$ cat config.mk
export PLATFORM = sky130hd
export DESIGN_NAME = samp_timing_gen_flat
export DESIGN_NICKNAME = d
export VERILOG_FILES = /design/src/rtl/samp_timing_gen_if.sv /design/src/rtl/samp_timing_gen.sv /design/src/flat_wrapper.sv
export SDC_FILE = /design/constraint.sdc
export NUM_CORES = 1
export LEC_CHECK = 0
export BUFFER_PORTS_ARGS = -buffer_cell sky130_fd_sc_hd__buf_2
export CAP_MARGIN = 15
export CORE_ASPECT_RATIO = 1.75
export CORE_MARGIN = 3
export CORE_UTILIZATION = 30
export DETAILED_ROUTE_END_ITERATION = 6
export SLEW_MARGIN = 25
export SYNTH_ARGS = -nofsm -noshare
export SYNTH_HDL_FRONTEND = slang
export SYNTH_SLANG_ARGS = --single-unit
$ cat constraint.sdc
create_clock -name clk_in -period 2.7 [get_ports clk_in]
set_input_delay 0.27 -clock clk_in [delete_from_list [all_inputs] [get_ports clk_in]]
set_output_delay 0.27 -clock clk_in [all_outputs]
set_load 0.02 [all_outputs]
$ cat src/rtl/samp_timing_gen_if.sv
// Handshake/bus bundle between a converter controller and samp_timing_gen.
// The overrun flag exists only when SAMP_TIMING_GEN_OVERRUN_EN is defined.
interface samp_timing_gen_if #(
  parameter int CNT_W  = 8,
  parameter int CONV_W = 4
);
  logic              start;
  logic              abort;
  logic              cont;
  logic [CNT_W-1:0]  samp_len;
  logic [CONV_W-1:0] conv_cycles;
  logic              samp;
  logic              comp_en;
  logic [CONV_W-1:0] conv_idx;
  logic              busy;
  logic              done;
`ifdef SAMP_TIMING_GEN_OVERRUN_EN
  logic              overrun;

  modport master (
    output start, abort, cont, samp_len, conv_cycles,
    input  samp, comp_en, conv_idx, busy, done, overrun
  );
  modport slave (
    input  start, abort, cont, samp_len, conv_cycles,
    output samp, comp_en, conv_idx, busy, done, overrun
  );
`else
  modport master (
    output start, abort, cont, samp_len, conv_cycles,
    input  samp, comp_en, conv_idx, busy, done
  );
  modport slave (
    input  start, abort, cont, samp_len, conv_cycles,
    output samp, comp_en, conv_idx, busy, done
  );
`endif
endinterface

$ cat src/rtl/samp_timing_gen.sv
// Sample-window / conversion-cycle timing generator (IDLE -> SAMPLE -> CONVERT -> DONE), all outputs registered.
// Define SAMP_TIMING_GEN_OVERRUN_EN to add the sticky overrun flag for starts requested while busy.
module samp_timing_gen #(
  parameter int CNT_W  = 8,
  parameter int CONV_W = 4
) (
  input  logic             clk_in,
  input  logic             rst_n,
  samp_timing_gen_if.slave bus
);

  typedef enum logic [1:0] {
    IDLE    = 2'd0,
    SAMPLE  = 2'd1,
    CONVERT = 2'd2,
    DONE    = 2'd3
  } state_e;

  state_e            state_q, state_d;
  logic [CNT_W-1:0]  samp_cnt_q, samp_cnt_d;
  logic [CNT_W-1:0]  samp_len_q, samp_len_d;
  logic [CONV_W-1:0] conv_idx_q, conv_idx_d;
  logic [CONV_W-1:0] conv_cyc_q, conv_cyc_d;
  logic              samp_q, samp_d;
  logic              comp_en_q, comp_en_d;
  logic              busy_q, busy_d;
  logic              done_q, done_d;
  logic              latch;

  always_ff @(posedge clk_in or negedge rst_n) begin
    if (!rst_n) begin
      state_q    <= IDLE;
      samp_cnt_q <= '0;
      samp_len_q <= '0;
      conv_idx_q <= '0;
      conv_cyc_q <= '0;
      samp_q     <= 1'b0;
      comp_en_q  <= 1'b0;
      busy_q     <= 1'b0;
      done_q     <= 1'b0;
    end else begin
      state_q    <= state_d;
      samp_cnt_q <= samp_cnt_d;
      samp_len_q <= samp_len_d;
      conv_idx_q <= conv_idx_d;
      conv_cyc_q <= conv_cyc_d;
      samp_q     <= samp_d;
      comp_en_q  <= comp_en_d;
      busy_q     <= busy_d;
      done_q     <= done_d;
    end
  end

  // Lengths are stored already clamped to >=1, so terminal compares never underflow or wrap.
  always_comb begin
    state_d    = state_q;
    samp_cnt_d = samp_cnt_q;
    conv_idx_d = conv_idx_q;
    latch      = 1'b0;
    unique case (state_q)
      IDLE: begin
        if (bus.start) begin
          state_d = SAMPLE;
          latch   = 1'b1;
        end
      end
      SAMPLE: begin
        if (samp_cnt_q == samp_len_q) begin
          state_d    = CONVERT;
          conv_idx_d = '0;
        end else begin
          samp_cnt_d = samp_cnt_q + CNT_W'(1);
        end
      end
      CONVERT: begin
        if (conv_idx_q == conv_cyc_q - CONV_W'(1)) begin
          state_d = DONE;
        end else begin
          conv_idx_d = conv_idx_q + CONV_W'(1);
        end
      end
      DONE: begin
        if (bus.cont) begin
          state_d = SAMPLE;
          latch   = 1'b1;
        end else begin
          state_d    = IDLE;
          conv_idx_d = '0;
        end
      end
      default: state_d = IDLE;
    endcase
    if (latch) begin
      samp_cnt_d = CNT_W'(1);
      conv_idx_d = '0;
    end
    if (bus.abort) begin
      state_d    = IDLE;
      samp_cnt_d = '0;
      conv_idx_d = '0;
      latch      = 1'b0;
    end
    samp_len_d = samp_len_q;
    conv_cyc_d = conv_cyc_q;
    if (latch) begin
      samp_len_d = (bus.samp_len == '0) ? CNT_W'(1) : bus.samp_len;
      conv_cyc_d = (bus.conv_cycles == '0) ? CONV_W'(1) : bus.conv_cycles;
    end
  end

  always_comb begin
    samp_d    = (state_d == SAMPLE);
    comp_en_d = (state_d == CONVERT);
    busy_d    = (state_d != IDLE);
    done_d    = (state_d == DONE);
  end

  assign bus.samp     = samp_q;
  assign bus.comp_en  = comp_en_q;
  assign bus.conv_idx = conv_idx_q;
  assign bus.busy     = busy_q;
  assign bus.done     = done_q;

`ifdef SAMP_TIMING_GEN_OVERRUN_EN
  logic overrun_q, overrun_d;

  always_comb begin
    overrun_d = overrun_q;
    if (bus.start && !bus.abort) begin
      overrun_d = (state_q != IDLE);
    end
  end

  always_ff @(posedge clk_in or negedge rst_n) begin
    if (!rst_n) begin
      overrun_q <= 1'b0;
    end else begin
      overrun_q <= overrun_d;
    end
  end

  assign bus.overrun = overrun_q;
`endif

endmodule

$ cat src/flat_wrapper.sv
// flat-port wrapper written by rule: the top's interface ports become plain ports
module samp_timing_gen_flat 
#(
  parameter int CNT_W  = 8,
  parameter int CONV_W = 4
)
  (clk_in, rst_n, bus_start, bus_abort, bus_cont, bus_samp_len, bus_conv_cycles, bus_samp, bus_comp_en, bus_conv_idx, bus_busy, bus_done);
  samp_timing_gen_if #(.CNT_W(CNT_W), .CONV_W(CONV_W)) bus_i ();
  input  logic clk_in;
  input  logic rst_n;
  input wire logic [$bits(bus_i.start)-1:0] bus_start;
  input wire logic [$bits(bus_i.abort)-1:0] bus_abort;
  input wire logic [$bits(bus_i.cont)-1:0] bus_cont;
  input wire logic [$bits(bus_i.samp_len)-1:0] bus_samp_len;
  input wire logic [$bits(bus_i.conv_cycles)-1:0] bus_conv_cycles;
  output wire logic [$bits(bus_i.samp)-1:0] bus_samp;
  output wire logic [$bits(bus_i.comp_en)-1:0] bus_comp_en;
  output wire logic [$bits(bus_i.conv_idx)-1:0] bus_conv_idx;
  output wire logic [$bits(bus_i.busy)-1:0] bus_busy;
  output wire logic [$bits(bus_i.done)-1:0] bus_done;
  assign bus_i.start = bus_start;
  assign bus_i.abort = bus_abort;
  assign bus_i.cont = bus_cont;
  assign bus_i.samp_len = bus_samp_len;
  assign bus_i.conv_cycles = bus_conv_cycles;
  assign bus_samp = bus_i.samp;
  assign bus_comp_en = bus_i.comp_en;
  assign bus_conv_idx = bus_i.conv_idx;
  assign bus_busy = bus_i.busy;
  assign bus_done = bus_i.done;
  samp_timing_gen #(.CNT_W(CNT_W), .CONV_W(CONV_W)) u_core (.clk_in(clk_in), .rst_n(rst_n), .bus(bus_i));
endmodule
Word level (Yosys, flattened, before mapping) --
Cells that the tools add are included.
Storage, ports and cells: output and inout bits 8, register bits 30
Operators by class: eq/ne operators 12, muxes and demuxes 22, $add $sub $neg 3, reductions and logical operators 8
Operator list (count):
- $mux 8 | 5
- $mux 4 | 6
- $pmux 4 s3 | 1
- $add 8x1->8 const B | 1
- $eq 2x2->1 const B | 4
- $eq 8x8->1 | 1
- $logic_not 8->1 | 1
- $mux 2 | 4
- $pmux 2 s4 | 1
- $reduce_bool 5->1 | 1
- $add 4x1->4 const B | 1
- $eq 2x1->1 const B | 2
- $eq 4x4->1 | 1
- $logic_not 4->1 | 1
- $mux 1 | 4
- $ne 4x2->1 const B | 1
- $ne 4x3->1 const B | 1
- $ne 4x4->1 const B | 1
- $reduce_and 4->1 | 1
- $sub 4x1->4 const B | 1
- $ne 3x3->1 const B | 1
- $reduce_bool 3->1 | 1
- $logic_not 2->1 | 1
- $pmux 1 s2 | 1
- 2 further kinds | 2

Logic depth before layout (Yosys ltp) --
Gate-level depths: netlist (run 1).
depth after elaboration 6, gate-level depth with buffers 8, mapped depth without buffers 7

Worst setup path before layout (run 1) --
Ideal clock, no wire load.
path type reg-to-reg, start register u_core.state_q[0], end register u_core.conv_cyc_q[2], cell stages (with the launch flop) 7, path slack 0.678 ns, arrival time 1.897 ns, data required time 2.575 ns, library setup time 0.125 ns, clock period less this slack 2.022 ns, cell sequence dfrtp_1 -> inv_1 -> ha_1 -> a21o_1 -> nor2_1 -> clkbuf_1 -> mux2_2
On the way: word-level cells in the longest chain between the ends 3, elaborated cells on any way between the ends 4
RTL lines:
- start: declaration | line samp_timing_gen.sv:19 | state_e state_q, state_d;
- start signal: assignment | line samp_timing_gen.sv:42 | state_q <= state_d;
- $eq 2x2->1 / $logic_not 2->1 (equally long branches) | line samp_timing_gen.sv:60 | unique case (state_q)
- $pmux 1 s2 * | line samp_timing_gen.sv:60
- $mux 1 * | line samp_timing_gen.sv:97 | if (bus.abort) begin
- end signal: assignment | line samp_timing_gen.sv:46 | conv_cyc_q <= conv_cyc_d;
- end: declaration | line samp_timing_gen.sv:23 | logic [CONV_W-1:0] conv_cyc_q, conv_cyc_d;
Mark *: on every way between the ends. The rest lies on a longest branch, timed or not. A chain may end at the register's enable or synchronous reset.

Final worst setup path (run 1) --
start register u_core.samp_cnt_q[0], end register u_core.conv_idx_q[3] (netlist: u_core.bus.conv_idx[3])
On the way: word-level cells in the longest chain between the ends 3
RTL lines:
- start: declaration | line samp_timing_gen.sv:20 | logic [CNT_W-1:0] samp_cnt_q, samp_cnt_d;
- start signal: assignment | line samp_timing_gen.sv:43 | samp_cnt_q <= samp_cnt_d;
- $eq 8x8->1 | line samp_timing_gen.sv:68 | if (samp_cnt_q == samp_len_q) begin
- $ne 4x2->1 (no source line)
- $reduce_and 4->1 (no source line)
- end signal: assignment | line samp_timing_gen.sv:45 | conv_idx_q <= conv_idx_d;
- end: declaration | line samp_timing_gen.sv:22 | logic [CONV_W-1:0] conv_idx_q, conv_idx_d;
No other way between the ends.

==> out/metrics.yaml, run 1 <==
placement:
  place.gp.congestion: 0.785
  port_buffers: 24
  dp_hpwl_um: 2640
  pre_cts_ws_ns: 0.601
  placed_area_sq_um: 1880
cells_and_area:
  syn2layout_area_growth_pct: 19.1
  layout-drive-gt1-share_pct: 24.9
  nNetsFinal: 210
  diodes: 0
  post-route-cell-area_sq_um: 1990
  utilization_pct: 37.2
  fill_cells: 573
sta:
  worst_pin_slew_ns: 0.659
  setup_tns_ns: 0
  finalMaxSlewViolations: 0
  finalSetupViolCount: 0
  fin_skew_ns: 0.00938
  slew_headroom_pct: 56.0
  hold_viol: 0
  fin_crit_sh_pct: 78.7
  setup_slack_ns: 0.575
  fin_crit_ns: 2.12
  rsz0062_at_grt: "no"
  fmax_ghz: 0.471
floorplanning:
  core_region_area_sq_um: 5340
  die_y_um: 105
  start_util_pct: 31.3
  die_area_sq_um: 6530
  rows: 35
  ioPinCount: 25
  die_x_um: 62.4
clocking:
  ctsHtreeMaxLevel: 2
  clockRootBuffer: "clkbuf_8"
  clock_latency_ns: 0.28
  cts_tree: "yes"
  cts-resized-gates: 0
  cts_hold_buffers: 0
  cts_buffers: 5
  clockBufferDepth: 2
  cts_sinks: 30
  clk_pin_slew_ns: 0.07
  cts_setup_buffers: 0
logic_synthesis:
  ys_types: 39
  synth.top_cell.area_share_pct: 44.9
  synthFlopType: "dfrtp_1"
  ys.warnings.count: 0
  synthCells: 155
  seq_area_frac_synth_pct: 44.9
  ys_seq_elements: 30
  yosysMostFrequentCell: "dfrtp_1"
  yosysTopAreaCell: "dfrtp_1"
  async_flop_share_pct: 100
  synth_edf_count: 0
  synthTopCellsByCount: "30 x dfrtp_1, 12 x nor2_1, 10 x xnor2_1"
  syn_area_sq_um: 1670
  synth_area_per_cell_sq_um: 10.8
  ys_top_cells_by_area: "dfrtp_1 45%, ha_1 6.7%, mux2_2 6.1%"
  synthesis.nets: 181
pwr:
  peakVddDrop_mv: 0.301
  p_leak_nw: 0.901
  powerDensity_nw_per_um2: 804
global_route:
  grt_remaining_overflow: 0
  track_usage_pct: 11.2
  grt_pass1_wl_um: 5860
  grt_pass1_vias: 1357
  antenna_found_initial: 0
  grt_max_degree: 31
route:
  initialDrtViolationCount: 15
  vias_per_cell: 4.80
  drc: 0
  wl_um: 3380
  wl_per_cell_um: 13.0
  vias: 1244
  ant_nets: 0
  dr.pass1.iters: 4
critical_path:
  path_max_fanout: 8
  startpoint_type: "flip-flop"
  required_ns: 2.88
  cp_top_family: "simple AND/OR/NAND/NOR gates"
  crit_type: "flip-flop to flip-flop"
  crit_arrival_ns: 2.30
  worst_setup_path_end_kind: "flip-flop"
  cp_num_buf_inv: 0
  cp_slowest_stage_delay_ns: 0.47
  crit_slowest_cell: "or4_1"
  path_cells: "xnor2_1 -> nand4_1 -> o21a_4 -> or4_1 -> o41ai_1"
run_status:
  status: "complete, no violations"
worst_hold_path:
  hold_class: "input port to async pin"
flow_run:
  drv_cap: 0
==> logic make-up (layout without fill, tap and decap cells) <==
family	count (synthesis)	count (layout)	synth area share (%)
and+or+nand+nor	43	43	13.6
AOI/OAI and AO/OA	31	31	12.9
DFF	30	30	44.9
xor gates and xnor gates	20	20	11.8
muxes	12	12	7.87
buffers and inverters	10	40	2.25
adders and majority gates	9	9	6.74
==> path summary, 6_finish.rpt <==
path                                           start                endpoint  slack (ns)  cells past startpoint
worst max-delay path            u_core.samp_cnt_q[0]  u_core.bus.conv_idx[3]        0.58                      5
worst min-delay path                           rst_n  u_core.bus.conv_idx[0]       0.009                      1
worst max register to register  u_core.samp_cnt_q[0]  u_core.bus.conv_idx[3]        0.58                      5
worst min register to register  u_core.conv_cyc_q[3]    u_core.conv_cyc_q[3]        0.53                      1
max in group asynchronous                      rst_n    u_core.samp_cnt_q[4]        2.25                      1
min in group clk_in                        bus_abort    u_core.samp_cnt_q[0]        0.20                      2
==> cell usage in the layout (no fill, tap or decap), types with 2 or more instances in the layout <==
| master | count |
|---|---|
| xnor2_1 | 10 |
| a21oi_1 | 6 |
| clkbuf_8 | 5 |
| mux2_2 | 9 |
| nand2b_1 | 2 |
| o2111ai_1 | 5 |
| o41ai_1 | 2 |
| mux2i_1 | 3 |
| ha_1 | 9 |
| xor2_1 | 8 |
| a21o_1 | 2 |
| o311ai_0 | 2 |
| inv_1 | 7 |
| nand3_1 | 2 |
| o21ai_0 | 8 |
| dfrtp_1 | 30 |
| nand4_1 | 2 |
| buf_2 | 24 |
| nand2_1 | 7 |
| nor2_1 | 12 |
| or3_1 | 2 |
| o211ai_1 | 2 |
| nor3_1 | 4 |
| and2_1 | 3 |
==> per-layer routing <==
| metal | up-vias | global-route usage, % | wire, um |
|---|---|---|---|
| li1 | 612 | - | - |
| met1 | 604 | 10.4 | 1250 |
| met2 | 20 | 21.5 | 1920 |
| met3 | 8 | 2.69 | 109 |
| met4 | 0 | 6.32 | 97 |
| met5 | - | 0 | 0 |
==> layout make-up <==
class / count / area (sq um) / share of cell area (%)
Multi-Input combinational cell: 115 / 882 / 44.3
Sequential cell: 30 / 751 / 37.7
Clock buffer: 6 / 72.6 / 3.65
Timing Repair Buffer: 25 / 128 / 6.42
Tap cell: 74 / 92.6 / 4.65
Clock inverter: 2 / 37.5 / 1.89
Inverter: 7 / 26.3 / 1.32
==> state kept, by name, summed over array words and instances (netlist names) <==
signal and cells:
u_core.samp_cnt_q 8, u_core.samp_len_q 8, u_core.bus.conv_idx 4, u_core.conv_cyc_q 4, u_core.state_q 2, u_core.bus.busy 1, u_core.bus.comp_en 1, u_core.bus.done 1
u_core.bus.samp 1
==> power breakdown <==
group	switching (mW)	internal [mW]	leakage [nW]
Clock	0.171	0.275	0.0514
Combinational	0.253	0.253	0.461
Sequential	0.0849	0.562	0.389
==> per-stage QoR <==
step                std cells  hold WS, ns  power, mW
floorplan                 155      -0.0256       1.05
global placement          251        0.352       1.16
detailed placement        251        0.348       1.17
CTS                       259       0.0386       1.62
global route              259       0.0742       1.71
finish                    259      0.00934       1.60
==> worst register-to-register path: cells and delay by family, from the launching register on <==
family | cells | cell delay, ns
DFF | 1 | 0.43
and+or+nand+nor | 2 | 0.77
AOI/OAI and AO/OA | 2 | 0.66
xor gates and xnor gates | 1 | 0.16
Power figures use the tool's default switching activity.
==> run 2, diff against run 1 <==
==> constraint.sdc (replaced) <==
create_clock -name clk_in -period 2 [get_ports clk_in]
set_input_delay 0.2 -clock clk_in [delete_from_list [all_inputs] [get_ports clk_in]]
set_output_delay 0.2 -clock clk_in [all_outputs]
set_load 0.02 [all_outputs]
==> out/metrics.yaml, run 2 (synthesized netlist as in run 1, its figures left out) <==
cells_and_area:
  diodes: 0  # unchanged
  reg.largest.list: "u_core.samp_cnt_q (8), u_core.samp_len_q (8)"  # unchanged
  layout_commonest_cell: "dfrtp_1"  # unchanged
  syn2layout_area_growth_pct: 24.6  # was 19.1%
  fill_cells: 565  # was 573
  utilization_pct: 38.9  # was 37.2%
  stdcell_count: 269  # was 259
  nNetsFinal: 221  # was 210
  post-route-cell-area_sq_um: 2080  # was 1990 sq um
  layout-drive-gt1-share_pct: 30.8  # was 24.9%
  final_cell_mix: "30 x dfrtp_1, 24 x buf_2, 12 x nor2_1, 11 x buf_4"  # was 30 x dfrtp_1, 24 x buf_2, 12 x nor2_1, 10 x xnor2_1
critical_path:
  worst_setup_path_end_kind: "flip-flop"  # unchanged
  cp-endpoint: "u_core.bus.comp_en"  # was u_core.bus.conv_idx[3]
  cp-startpoint: "u_core.state_q[0]"  # was u_core.samp_cnt_q[0]
  reg2reg_slack_ns: 0.15  # was 0.58 ns
  reg2reg_from: "u_core.state_q[0]"  # was u_core.samp_cnt_q[0]
  reg2reg_depth: 7  # was 5
  reg2reg_to: "u_core.bus.comp_en"  # was u_core.bus.conv_idx[3]
  crit_arrival_ns: 2.02  # was 2.30 ns
  required_ns: 2.17  # was 2.88 ns
  path_max_fanout: 6  # was 8
  crit_type: "flip-flop to flip-flop"  # unchanged
  startpoint_type: "flip-flop"  # unchanged
global_route:
  grt_max_degree: 31  # unchanged
  antenna_found_initial: 0  # unchanged
  grt_pass1_wl_um: 6150  # was 5860 um
  grt_pass1_vias: 1349  # was 1357
  grt_remaining_overflow: 0  # unchanged
  track_usage_pct: 11.7  # was 11.2%
floorplanning:
  die_area_sq_um: 6530  # unchanged
  rows: 35  # unchanged
  die_y_um: 105  # unchanged
  die_x_um: 62.4  # unchanged
  core_region_area_sq_um: 5340  # unchanged
  ioPinCount: 25  # unchanged
  start_util_pct: 31.3  # unchanged
sta:
  holdWs_ns: 0.146  # was 0.00934 ns
  fmax_ghz: 0.540  # was 0.471 GHz
  hold_viol: 0  # unchanged
  fin_crit_ns: 1.85  # was 2.12 ns
  worst_pin_slew_ns: 0.663  # was 0.659 ns
  setup_tns_ns: 0  # unchanged
  setup_slack_ns: 0.148  # was 0.575 ns
  finalMaxSlewViolations: 0  # unchanged
  finalSetupViolCount: 0  # unchanged
  fin_skew_ns: 0.00643  # was 0.00938 ns
  slew_headroom_pct: 55.8  # was 56.0%
  fin_crit_sh_pct: 92.6  # was 78.7%
route:
  vias: 1257  # was 1244
  ant_nets: 0  # unchanged
  wl_um: 3500  # was 3380 um
  dr.pass1.iters: 4  # unchanged
  vias_per_cell: 4.67  # was 4.80
  wl_per_cell_um: 13.0  # about the same
  drc: 0  # unchanged
  initialDrtViolationCount: 20  # was 15
flow_run:
  drv_cap: 0  # unchanged
pwr:
  finalPower_mw: 2.12  # was 1.60 mW
  peakVddDrop_mv: 0.351  # was 0.301 mV
  powerDensity_nw_per_um2: 1020  # was 804 nW/um^2
  p_leak_nw: 0.958  # was 0.901 nW
placement:
  dp_cells: 261  # was 251
  placed_area_sq_um: 1950  # was 1880 sq um
  place.gp.congestion: 0.803  # was 0.785
  port_buffers: 24  # unchanged
  dp_hpwl_um: 2770  # was 2640 um
  pre_cts_ws_ns: 0.0417  # was 0.601 ns
clocking:
  cts_buffers: 5  # unchanged
  cts_sinks: 30  # unchanged
  clock_latency_ns: 0.28  # about the same
  cts_setup_buffers: 0  # unchanged
  clockRootBuffer: "clkbuf_8"  # unchanged
  cts_tree: "yes"  # unchanged
  clockBufferDepth: 2  # unchanged
  clk_pin_slew_ns: 0.06  # was 0.07 ns
  ctsHtreeMaxLevel: 2  # unchanged
run_status:
  status: "complete, no violations"  # unchanged
worst_hold_path:
  hold_class: "input port to flip-flop"  # was input port to async pin
==> run 2: final cells by class <==
type / instances / area, sq um / area share [%]
Tap cell: 74 / 92.6 / 4.45
Timing Repair Buffer: 36 / 213 / 10.2
Multi-Input combinational cell: 115 / 922 / 44.3
Sequential cell: 30 / 751 / 36.1
Inverter: 7 / 26.3 / 1.26
Clock buffer: 7 / 76.3 / 3.67
==> run 2: worst max-delay path, cell delays in order, from the launching register on <==
cell	delay (ns)
dfrtp_1	0.38
inv_1	0.14
ha_1	0.33
nand4_1	0.15
buf_4	0.17
o21ai_0	0.16
o211ai_1	0.21
and3_1	0.20
==> run 2: power by group <==
| group | leakage (nW) | internal [mW] | switching, mW |
|---|---|---|---|
| clock | 0.0383 | 0.239 | 0.209 |
| combinational | 0.531 | 0.414 | 0.384 |
| sequential | 0.389 | 0.759 | 0.112 |
| total | 0.958 | 1.41 | 0.705 |
==> run 2: worst min-delay path by stage <==
stage	endpoint	start	cells past startpoint
floorplan	u_core.bus.busy	rst_n	0
global placement	u_core.bus.conv_idx[1]	rst_n	1
detailed placement	u_core.bus.conv_idx[2]	rst_n	1
CTS	u_core.samp_cnt_q[0]	bus_abort	2
global route	u_core.samp_cnt_q[0]	bus_abort	2
finish	u_core.samp_cnt_q[0]	bus_abort	2
==> run 2: layer usage <==
metal / track usage [%] / routed length, um / up-vias
li1: - / - / 634
met4: 5.37 / 76 / 0
met1: 12.0 / 1330 / 601
met2: 22.1 / 2020 / 17
met3: 2.47 / 73 / 5
met5: 0 / 0 / -
==> run 2: timing repair <==
item	CTS	global route
hold buffers	1	0
endpoints found under the hold margin	30	0
resized for setup	0	7
endpoints found under the setup margin	0	7
